<file path="src/rtl/mc_controller_if.sv">
// ---------------------------------------------------------------------------
// mc_controller_if
//   Bundle of signals between the multicycle sequencer and the shared-ALU
//   datapath / single-port memory.
//   Inputs to the controller:
//     op[6:0]       instruction opcode (Instr[6:0])
//     funct3[2:0]   Instr[14:12]
//     funct7b5      Instr[30]
//     Zero          ALU zero flag
//     MemReady      memory accepted the write / returned data this cycle
//   Outputs from the controller:
//     PCWrite, AdrSrc, MemWrite, IRWrite, ResultSrc[1:0], ALUSrcA[1:0],
//     ALUSrcB[1:0], ImmSrc[1:0], ALUControl[2:0], RegWrite, IllegalInstr
//   Modports: slave = controller side, master = datapath side.
// ---------------------------------------------------------------------------
interface mc_controller_if;
   logic [6:0] op;
   logic [2:0] funct3;
   logic       funct7b5;
   logic       Zero;
   logic       MemReady;

   logic       PCWrite;
   logic       AdrSrc;
   logic       MemWrite;
   logic       IRWrite;
   logic [1:0] ResultSrc;
   logic [1:0] ALUSrcA;
   logic [1:0] ALUSrcB;
   logic [1:0] ImmSrc;
   logic [2:0] ALUControl;
   logic       RegWrite;
   logic       IllegalInstr;

   modport slave (
      input  op, funct3, funct7b5, Zero, MemReady,
      output PCWrite, AdrSrc, MemWrite, IRWrite, ResultSrc, ALUSrcA,
             ALUSrcB, ImmSrc, ALUControl, RegWrite, IllegalInstr
   );

   modport master (
      output op, funct3, funct7b5, Zero, MemReady,
      input  PCWrite, AdrSrc, MemWrite, IRWrite, ResultSrc, ALUSrcA,
             ALUSrcB, ImmSrc, ALUControl, RegWrite, IllegalInstr
   );
endinterface

</file>
<file path="src/rtl/mc_controller.sv">
// ---------------------------------------------------------------------------
// mc_controller
//   Multicycle sequencer for an RV32I-subset core (lw, sw, R-type, I-type
//   ALU, beq/bne, jal) sharing one memory port for instructions and data.
//   A Moore FSM walks each instruction through FETCH/DECODE/... and drives
//   the shared-ALU datapath controls; fetch, load and store wait on MemReady.
//   Parameters:
//     SUPPORT_BNE  1: funct3[0]=1 branches on !Zero; 0: all branches are beq
//   Ports:
//     clk    rising-edge clock
//     reset  asynchronous, active-high; returns the FSM to FETCH
//     bus    mc_controller_if.slave (instruction fields, Zero, MemReady in;
//            datapath controls out)
// ---------------------------------------------------------------------------
module mc_controller #(
   parameter bit SUPPORT_BNE = 1'b1
) (
   input logic           clk,
   input logic           reset,
   mc_controller_if.slave bus
);

   typedef enum logic [3:0] {
      S_FETCH,
      S_DECODE,
      S_MEMADR,
      S_MEMREAD,
      S_MEMWB,
      S_MEMWRITE,
      S_EXECR,
      S_EXECI,
      S_ALUWB,
      S_BRANCH,
      S_JAL
   } state_t;

   typedef enum logic [1:0] {
      ALU_ADD,
      ALU_SUB,
      ALU_FUNCT
   } alu_mode_t;

   // State-only part of the control word, registered alongside the state.
   typedef struct packed {
      logic       adr_src;
      logic       mem_write;
      logic [1:0] result_src;
      logic [1:0] alu_src_a;
      logic [1:0] alu_src_b;
      logic       reg_write;
      logic       pc_write;   // unconditional PC update (JAL)
      logic       fetch;      // IRWrite/PCWrite gated by MemReady
      logic       branch;     // PCWrite from Zero / funct3[0]
      logic       decode;     // IllegalInstr qualifier
      alu_mode_t  alu_mode;
   } ctrl_t;

   localparam logic [6:0] OP_LOAD   = 7'b0000011;
   localparam logic [6:0] OP_STORE  = 7'b0100011;
   localparam logic [6:0] OP_RTYPE  = 7'b0110011;
   localparam logic [6:0] OP_ITYPE  = 7'b0010011;
   localparam logic [6:0] OP_BRANCH = 7'b1100011;
   localparam logic [6:0] OP_JAL    = 7'b1101111;

   function automatic ctrl_t ctrl_for(input state_t s);
      ctrl_t c;
      c          = '0;
      c.alu_mode = ALU_ADD;
      case (s)
         S_FETCH: begin
            c.fetch      = 1'b1;
            c.alu_src_a  = 2'b00;
            c.alu_src_b  = 2'b10;
            c.result_src = 2'b10;
         end
         S_DECODE: begin
            c.decode    = 1'b1;
            c.alu_src_a = 2'b01;
            c.alu_src_b = 2'b01;
         end
         S_MEMADR: begin
            c.alu_src_a = 2'b10;
            c.alu_src_b = 2'b01;
         end
         S_MEMREAD: begin
            c.adr_src = 1'b1;
         end
         S_MEMWB: begin
            c.result_src = 2'b01;
            c.reg_write  = 1'b1;
         end
         S_MEMWRITE: begin
            c.adr_src   = 1'b1;
            c.mem_write = 1'b1;
         end
         S_EXECR: begin
            c.alu_src_a = 2'b10;
            c.alu_src_b = 2'b00;
            c.alu_mode  = ALU_FUNCT;
         end
         S_EXECI: begin
            c.alu_src_a = 2'b10;
            c.alu_src_b = 2'b01;
            c.alu_mode  = ALU_FUNCT;
         end
         S_ALUWB: begin
            c.result_src = 2'b00;
            c.reg_write  = 1'b1;
         end
         S_BRANCH: begin
            c.branch     = 1'b1;
            c.alu_src_a  = 2'b10;
            c.alu_src_b  = 2'b00;
            c.alu_mode   = ALU_SUB;
         end
         S_JAL: begin
            c.pc_write  = 1'b1;
            c.alu_src_a = 2'b01;
            c.alu_src_b = 2'b10;
         end
         default: begin
            c.fetch      = 1'b1;
            c.alu_src_b  = 2'b10;
            c.result_src = 2'b10;
         end
      endcase
      return c;
   endfunction

   state_t state_q, state_d;
   ctrl_t  ctrl_q,  ctrl_d;
   logic   op_legal;
   logic   branch_take;
   logic [2:0] alu_funct;

   always_comb begin
      op_legal = 1'b0;
      case (bus.op)
         OP_LOAD, OP_STORE, OP_RTYPE, OP_ITYPE, OP_BRANCH, OP_JAL: op_legal = 1'b1;
         default: op_legal = 1'b0;
      endcase
   end

   always_comb begin
      state_d = state_q;
      case (state_q)
         S_FETCH:    if (bus.MemReady) state_d = S_DECODE;
         S_DECODE: begin
            case (bus.op)
               OP_LOAD, OP_STORE: state_d = S_MEMADR;
               OP_RTYPE:          state_d = S_EXECR;
               OP_ITYPE:          state_d = S_EXECI;
               OP_BRANCH:         state_d = S_BRANCH;
               OP_JAL:            state_d = S_JAL;
               default:           state_d = S_FETCH;
            endcase
         end
         S_MEMADR:   state_d = bus.op[5] ? S_MEMWRITE : S_MEMREAD;
         S_MEMREAD:  if (bus.MemReady) state_d = S_MEMWB;
         S_MEMWB:    state_d = S_FETCH;
         S_MEMWRITE: if (bus.MemReady) state_d = S_FETCH;
         S_EXECR:    state_d = S_ALUWB;
         S_EXECI:    state_d = S_ALUWB;
         S_ALUWB:    state_d = S_FETCH;
         S_BRANCH:   state_d = S_FETCH;
         S_JAL:      state_d = S_ALUWB;
         default:    state_d = S_FETCH;
      endcase
      ctrl_d = ctrl_for(state_d);
   end

   // Control word is registered with the state so that state-only outputs
   // come straight from flops; only the MemReady/Zero gating and the
   // ImmSrc/ALUControl decode remain combinational.
   always_ff @(posedge clk or posedge reset) begin
      if (reset) begin
         state_q <= S_FETCH;
         ctrl_q  <= ctrl_for(S_FETCH);
      end else begin
         state_q <= state_d;
         ctrl_q  <= ctrl_d;
      end
   end

   always_comb begin
      alu_funct = 3'b000;
      case (bus.funct3)
         3'b000:  alu_funct = (bus.op[5] & bus.funct7b5) ? 3'b001 : 3'b000;
         3'b010:  alu_funct = 3'b101;
         3'b110:  alu_funct = 3'b011;
         3'b111:  alu_funct = 3'b010;
         default: alu_funct = 3'b000;
      endcase
   end

   assign branch_take = bus.Zero ^ (SUPPORT_BNE & bus.funct3[0]);

   always_comb begin
      bus.AdrSrc    = ctrl_q.adr_src;
      bus.ResultSrc = ctrl_q.result_src;
      bus.ALUSrcA   = ctrl_q.alu_src_a;
      bus.ALUSrcB   = ctrl_q.alu_src_b;

      case (ctrl_q.alu_mode)
         ALU_SUB:   bus.ALUControl = 3'b001;
         ALU_FUNCT: bus.ALUControl = alu_funct;
         default:   bus.ALUControl = 3'b000;
      endcase

      case (bus.op)
         OP_STORE:  bus.ImmSrc = 2'b01;
         OP_BRANCH: bus.ImmSrc = 2'b10;
         OP_JAL:    bus.ImmSrc = 2'b11;
         default:   bus.ImmSrc = 2'b00;
      endcase

      // Write enables are held low for as long as reset is asserted.
      bus.IRWrite      = ~reset & ctrl_q.fetch & bus.MemReady;
      bus.PCWrite      = ~reset & ((ctrl_q.fetch & bus.MemReady) |
                                   ctrl_q.pc_write |
                                   (ctrl_q.branch & branch_take));
      bus.MemWrite     = ~reset & ctrl_q.mem_write;
      bus.RegWrite     = ~reset & ctrl_q.reg_write;
      bus.IllegalInstr = ~reset & ctrl_q.decode & ~op_legal;
   end

endmodule

</file>
<file path="src/flat_wrapper.sv">
// flat-port wrapper written by rule: the top's interface ports become plain ports
module mc_controller_flat 
#(
   parameter bit SUPPORT_BNE = 1'b1
)
  (clk, reset, bus_op, bus_funct3, bus_funct7b5, bus_Zero, bus_MemReady, bus_PCWrite, bus_AdrSrc, bus_MemWrite, bus_IRWrite, bus_ResultSrc, bus_ALUSrcA, bus_ALUSrcB, bus_ImmSrc, bus_ALUControl, bus_RegWrite, bus_IllegalInstr);
  mc_controller_if bus_i ();
  input logic clk;
  input logic reset;
  input wire logic [$bits(bus_i.op)-1:0] bus_op;
  input wire logic [$bits(bus_i.funct3)-1:0] bus_funct3;
  input wire logic [$bits(bus_i.funct7b5)-1:0] bus_funct7b5;
  input wire logic [$bits(bus_i.Zero)-1:0] bus_Zero;
  input wire logic [$bits(bus_i.MemReady)-1:0] bus_MemReady;
  output wire logic [$bits(bus_i.PCWrite)-1:0] bus_PCWrite;
  output wire logic [$bits(bus_i.AdrSrc)-1:0] bus_AdrSrc;
  output wire logic [$bits(bus_i.MemWrite)-1:0] bus_MemWrite;
  output wire logic [$bits(bus_i.IRWrite)-1:0] bus_IRWrite;
  output wire logic [$bits(bus_i.ResultSrc)-1:0] bus_ResultSrc;
  output wire logic [$bits(bus_i.ALUSrcA)-1:0] bus_ALUSrcA;
  output wire logic [$bits(bus_i.ALUSrcB)-1:0] bus_ALUSrcB;
  output wire logic [$bits(bus_i.ImmSrc)-1:0] bus_ImmSrc;
  output wire logic [$bits(bus_i.ALUControl)-1:0] bus_ALUControl;
  output wire logic [$bits(bus_i.RegWrite)-1:0] bus_RegWrite;
  output wire logic [$bits(bus_i.IllegalInstr)-1:0] bus_IllegalInstr;
  assign bus_i.op = bus_op;
  assign bus_i.funct3 = bus_funct3;
  assign bus_i.funct7b5 = bus_funct7b5;
  assign bus_i.Zero = bus_Zero;
  assign bus_i.MemReady = bus_MemReady;
  assign bus_PCWrite = bus_i.PCWrite;
  assign bus_AdrSrc = bus_i.AdrSrc;
  assign bus_MemWrite = bus_i.MemWrite;
  assign bus_IRWrite = bus_i.IRWrite;
  assign bus_ResultSrc = bus_i.ResultSrc;
  assign bus_ALUSrcA = bus_i.ALUSrcA;
  assign bus_ALUSrcB = bus_i.ALUSrcB;
  assign bus_ImmSrc = bus_i.ImmSrc;
  assign bus_ALUControl = bus_i.ALUControl;
  assign bus_RegWrite = bus_i.RegWrite;
  assign bus_IllegalInstr = bus_i.IllegalInstr;
  mc_controller #(.SUPPORT_BNE(SUPPORT_BNE)) u_core (.clk(clk), .reset(reset), .bus(bus_i));
endmodule
</file>
<file path="config.mk">
export PLATFORM = sky130hd
export DESIGN_NAME = mc_controller_flat
export DESIGN_NICKNAME = d
export VERILOG_FILES = /design/src/rtl/mc_controller_if.sv /design/src/rtl/mc_controller.sv /design/src/flat_wrapper.sv
export SDC_FILE = /design/constraint.sdc
export NUM_CORES = 1
export LEC_CHECK = 0
export ABC_AREA = 0
export CELL_PAD_IN_SITES_DETAIL_PLACEMENT = 1
export CELL_PAD_IN_SITES_GLOBAL_PLACEMENT = 1
export CORE_AREA = 10 10 62 64
export DETAILED_ROUTE_END_ITERATION = 8
export DIE_AREA = 0 0 72 74
export DONT_BUFFER_PORTS = 1
export HOLD_SLACK_MARGIN = 0.05
export PLACE_DENSITY = 0.68
export SLEW_MARGIN = 20
export SYNTH_ARGS = -nofsm -noshare
export SYNTH_HDL_FRONTEND = slang
export SYNTH_SLANG_ARGS = --single-unit
export TNS_END_PERCENT = 50
</file>
<file path="constraint.sdc">
create_clock -name clk -period 5.2 [get_ports clk]
set_input_delay 1.56 -clock clk [delete_from_list [all_inputs] [get_ports clk]]
set_output_delay 1.56 -clock clk [all_outputs]
set_load 0.1 [all_outputs]
</file>
==> results_dict.tcl, run 1 <==
set metrics [dict create \
    rsz0062_at_grt "no" \
    clk_path_buf_depth 2 \
    gp_congestion 0.783 \
    slew_violations 0 \
    dieArea_um2 5330 \
    worst_pin_slew_ns 0.880 \
    setup_viol 0 \
    power_density_nw_per_um2 279 \
    timing.final.ws_setup_ns 0.854 \
    drive_gt1_frac 0.319 \
    avgSynthCellArea_um2 10.0 \
    cts_setup_buffers 0 \
    status "completed" \
    core-area_um2 2660 \
    synth_edf_count 0 \
    wl_met3_um 286 \
    n_antenna_cell 0 \
    synthFlopType "dfrtp_1" \
    start_util 0.398 \
    syn-instance-count 106 \
    grt_pass1_wl_um 4580 \
    async_flop_share 1.00 \
    yosys.area.top_type "dfrtp_1" \
    ys_seq_area_frac 0.428 \
    cts_tree "done" \
    placed_cell_area_um2 1190 \
    power_frac_comb 0.183 \
    drt-initial-drc-count 14 \
    p_clk_frac 0.247 \
    drtAntennaViolNets 0 \
    cts_buffers 3 \
    endpoint_kind "output port" \
    fin_skew_ns 0.00320 \
    syn-num-nets 123 \
    place_ws_ns 0.856 \
    cts-root-buf "clkbuf_4" \
    drt_pass1_iterations 4 \
    routedLengthMet1_um 996 \
    drc 0 \
    grt_pass1_vias 907 \
    fp.dieH_um 74 \
    path_max_fanout 4 \
    fin_crit_sh 0.836 \
    met2_length_um 1340 \
    rrSetupSlack_ns 3.15 \
    crit_chain "nand4bb_1, or2_2, a211oi_4, buf_4" \
    synth_top_area_frac 0.354 \
    port_buffers 0 \
    worst_setup_path_start_kind "primary input" \
    swShare 0.367 \
    hold_violations 0 \
    area_delta_synth_final_pct 15.4 \
    power_frac_seq 0.571 \
    fin_cells 144 \
    viasPerCell 5.78 \
    switchingPower_w 0.000125 \
    clk_latency_ns 0.29 \
    finalNetCount 131 \
    min_path_type "flip-flop to flip-flop" \
    yosysUniqueCellTypes 44 \
    stdcell_area_um2 1220 \
    drv_cap 0 \
    grt_use_total 0.106 \
    die_w_um 72 \
    cp.required_ns 3.64 \
    vias 832 \
    pin_count 32 \
    ys_ff_latch 18 \
    path_clk_slew_ns 0.10 \
    fmax_mhz 230 \
    p_int_w 0.000217 \
    post-place-cells 140 \
    arrival_ns 2.79 \
    cts.sinks 18 \
    fin_crit_ns 4.35 \
    rows 19 \
    syn-cell-area_um2 1060 \
    leakage_nw 0.539 \
    max-slew-margin-rel 0.414 \
    antenna_found_initial 0 \
    highest-signal-layer "met4" \
    max_stage_delay_ns 0.40 \
    wl_um 2660 \
    wl_per_cell_um 18.4 \
    synth.top_cells.by_area "dfrtp_1 (35%), dfstp_2 (7.4%), buf_4 (4.2%)" \
    yosys_warnings 0 \
    slowest_stage "or2_2" \
    path_class "primary input to output port" \
    ctsHoldBuffers 0 \
    ir_worst_vdd_v 0.000214 \
    dp_hpwl_um 2170 \
    grt_overflow_total 0 \
    cts-resized-gates 0 \
    htree_levels 1 \
    grt_max_degree 20 \
]
worst paths after layout:
check,depth (start not counted),startpoint,endpoint
max,4,bus_op[2],bus_ImmSrc[0]
min,1,u_core.state_q[3]$_DFF_PP0_,u_core.bus.AdrSrc$_DFF_PP0_
max reg2reg,4,u_core.state_q[1]$_DFF_PP0_,u_core.bus.ALUSrcB[0]$_DFF_PP0_
min reg2reg,1,u_core.state_q[3]$_DFF_PP0_,u_core.bus.AdrSrc$_DFF_PP0_
max in group asynchronous,2,reset,u_core.ctrl_q[4]$_DFF_PP1_
min in group asynchronous,2,reset,u_core.ctrl_q[0]$_DFF_PP0_
worst max-delay path, delay by kind of cell:
family | cells | cell delay [ns]
buffers and inverters | 1 | 0.32
AOI/OAI and AO/OA | 1 | 0.20
and+or+nand+nor | 2 | 0.71
synthesized netlist by cell type, types with 2 or more instances:
cell type	instances
or3b_2	2
nor2_1	11
a21oi_1	4
a31oi_1	2
dfstp_2	3
ha_1	2
nand2_1	6
nor3_1	2
nand3b_1	2
buf_4	6
nor2b_1	2
nor4_1	4
inv_1	8
dfrtp_1	15
or2_2	2
o21ai_0	3
nand4bb_1	2
nor3b_1	2
a21o_1	3
sequential cells by signal (all words and copies together), names as in the netlist:
register,flops
u_core.bus.ALUSrcA,2
u_core.bus.ALUSrcB,2
u_core.bus.AdrSrc,1
u_core.bus.ResultSrc,2
u_core.ctrl_q,7
u_core.state_q,4
final cells by class:
type,count,area (µm²)
Tap cell,31,38.8
Clock buffer,4,36.3
Multi-Input combinational cell,71,559
Inverter,9,33.8
Timing Repair Buffer,11,103
Fill cell,308,1440
Sequential cell,18,454
power by group through the flow:
| stage | combinational [W] | clock [W] | sequential, W |
|---|---|---|---|
| final | 0.0000625 | 0.0000844 | 0.000195 |
| after global placement | 0.0000621 | 0 | 0.000198 |
| after CTS | 0.0000635 | 0.0000893 | 0.000196 |
| after floorplan | 0.0000906 | 0 | 0.000160 |
| after global routing | 0.0000686 | 0.0000969 | 0.000197 |
| after detailed placement | 0.0000633 | 0 | 0.000198 |
metal layers:
metal,vias up,global-route usage
met5,-,0
met4,0,0.0387
met3,5,0.0479
met2,23,0.181
met1,420,0.113
li1,384,-
through the flow:
step	power, W	util	setup TNS, ns	hold WS (ns)
after floorplan	0.000250	-	-1.27	0.517
after global routing	0.000362	0.460	0	0.666
after global placement	0.000260	0.446	0	0.593
final	0.000342	0.460	0	0.627
after CTS	0.000349	0.460	0	0.626
after detailed placement	0.000261	0.446	0	0.613
cell usage in the layout (no fill, tap or decap), drive strengths merged, types with 2 or more instances in the layout:
master	n
or3b	2
a21oi	4
dfstp	3
nor2	11
inv	8
a31oi	3
and3	2
nand2	6
ha	2
nand3b	2
a21o	3
clkbuf	4
nor3	3
dfrtp	15
o21ai	3
o32ai	2
nor2b	2
nor3b	2
nand4bb	2
buf	11
or2	2
nor4	4
kinds of logic (layout without fill, tap and decap cells):
family / after synthesis / count (layout) / share of synthesized area
buffers and inverters: 17 / 24 / 0.0896
adder cells (fa/ha/maj): 2 / 2 / 0.0236
AO/OA/AOI/OAI: 21 / 21 / 0.160
AND/OR/NAND/NOR: 45 / 45 / 0.272
flip-flops: 18 / 18 / 0.428
XOR/XNOR: 2 / 2 / 0.0165
multiplexers: 1 / 1 / 0.00943
Power figures use the tool's default switching activity.
==> run 2: changes to the inputs <==
- PLACE_DENSITY: 0.68 -> 0.71
- clock period: 5.2 -> 3.79 ns (I/O delays scaled with it)
==> run 2 against run 1 <==
Effect of this change: worst setup slack worse by 0.51 ns; worst hold slack better by 0.019 ns; critical path depth is 1 higher; largest cell class unchanged.
==> results_dict.tcl, run 2 (same netlist as run 1, synthesis figures left out) <==
set metrics [dict create \
    htree_levels 1 \
    area_delta_synth_final_pct 15.6 \
    place_ws_ns 0.352 \
    stdcell_area_um2 1230 \
    wl_um 2600 \
    ir_worst_vdd_v 0.000263 \
    slowest_stage "or2_4" \
    crit_chain "nand4bb_1, or2_4, a21oi_1, nor3b_4, buf_4" \
    gp_congestion 0.772 \
    drt-initial-drc-count 27 \
    fin_crit_ns 3.44 \
    status "completed" \
    hold_violations 0 \
    ctsHoldBuffers 0 \
    start_util 0.398 \
    path_clk_slew_ns 0.11 \
    max-slew-margin-rel 0.408 \
    clk_latency_ns 0.29 \
    wl_per_cell_um 18.0 \
    die_w_um 72 \
    fillCellCount 307 \
    grt_pass1_vias 847 \
    arrival_ns 2.30 \
    fin_skew_ns 0.00699 \
    r2r-start "u_core.state_q[1]$_DFF_PP0_" \
    worst_setup_path_start_kind "primary input" \
    final_cell_mix "dfrtp_1 (15), buf_4 (10), inv_1 (8), nor2_1 (7), nand2_1 (6)" \
    cts-resized-gates 0 \
    min_path_type "flip-flop to flip-flop" \
    hold_depth 1 \
    vias 812 \
    post-place-cells 140 \
    clk_path_buf_depth 2 \
    r2r_end "u_core.bus.ALUSrcB[1]$_DFF_PP1_" \
    power_density_nw_per_um2 382 \
    dieArea_um2 5330 \
    cts_buffers 3 \
    viasPerCell 5.64 \
    grt_use_total 0.0981 \
    rrSetupSlack_ns 1.72 \
    drt_pass1_iterations 4 \
    fmax_mhz 291 \
    grt_overflow_total 0 \
    endpoint_kind "output port" \
    rsz0062_at_grt "no" \
    whs_endpoint "u_core.bus.AdrSrc$_DFF_PP0_" \
    fin_crit_sh 0.908 \
    grt_pass1_wl_um 4230 \
    largest_register "u_core.ctrl_q" \
    drv_cap 0 \
    cts_tree "done" \
    dp_hpwl_um 2120 \
    core-area_um2 2660 \
    max_stage_delay_ns 0.32 \
    cts.sinks 18 \
    drive_gt1_frac 0.319 \
    cp.required_ns 2.65 \
    antenna_found_initial 0 \
    port_buffers 0 \
    path_max_fanout 4 \
    final_common_cell "dfrtp_1" \
    top_regs "u_core.ctrl_q (7), u_core.state_q (4)" \
    drc 0 \
    r2r_cells 4 \
    largest_reg_flops 7 \
    pin_count 32 \
    cts_setup_buffers 0 \
    timing.final.ws_setup_ns 0.348 \
    setup_viol 0 \
    cts-root-buf "clkbuf_4" \
    n_antenna_cell 0 \
    fp.dieH_um 74 \
    fin_cells 144 \
    grt_max_degree 19 \
    tns_ns 0 \
    slew_violations 0 \
    drtAntennaViolNets 0 \
    leakage_nw 0.537 \
    holdWs_ns 0.646 \
    path_class "primary input to output port" \
    rows 19 \
    finalNetCount 131 \
    worst_pin_slew_ns 0.888 \
    worstHoldStart "u_core.state_q[3]$_DFF_PP0_" \
    placed_cell_area_um2 1190 \
]
## run 2: how the worst max path moves through the flow
stage	slack [ns]	endpoint	startpoint
after floorplan	-0.16	bus_IllegalInstr	bus_op[2]
after global placement	0.37	bus_IllegalInstr	bus_op[2]
after detailed placement	0.35	bus_IllegalInstr	bus_op[2]
after CTS	0.35	bus_IllegalInstr	bus_op[2]
after global routing	0.32	bus_IllegalInstr	bus_op[2]
final	0.35	bus_IllegalInstr	bus_op[2]
## run 2: per-stage QoR
stage | total power [W] | util
6_report | 0.000468 | 0.461
5_1_grt | 0.000494 | 0.461
4_1_cts | 0.000476 | 0.461
3_5_place_dp | 0.000356 | 0.447
3_3_place_gp | 0.000354 | 0.447
2_1_floorplan | 0.000344 | -
## run 2: metal layers
metal  global-route usage  share of wire
met4               0.0409          0.015
met3               0.0465          0.094
met2                0.168           0.50
met1                0.102           0.39
met5                    0              0
## run 2: final cells by class
cell class / instances / area, µm² / share of cell area
clock buffers: 4 / 36.3 / 0.0296
inverters: 9 / 33.8 / 0.0276
multi-input cells: 71 / 568 / 0.463
flip-flops and latches: 18 / 454 / 0.370
well taps: 31 / 38.8 / 0.0316
repair buffers: 11 / 95.1 / 0.0776
## run 2: report_power, final
part	internal [W]	switching, W	total (W)
clock	0.0000585	0.0000586	0.000117
sequential	0.000208	0.0000602	0.000268
combinational	0.0000287	0.0000540	0.0000828
## run 2: worst max-delay path: cells and delay by family
family                 cells  cell delay, ns
AO/OA/AOI/OAI              1            0.25
AND/OR/NAND/NOR            3            0.68
buffers and inverters      1            0.23
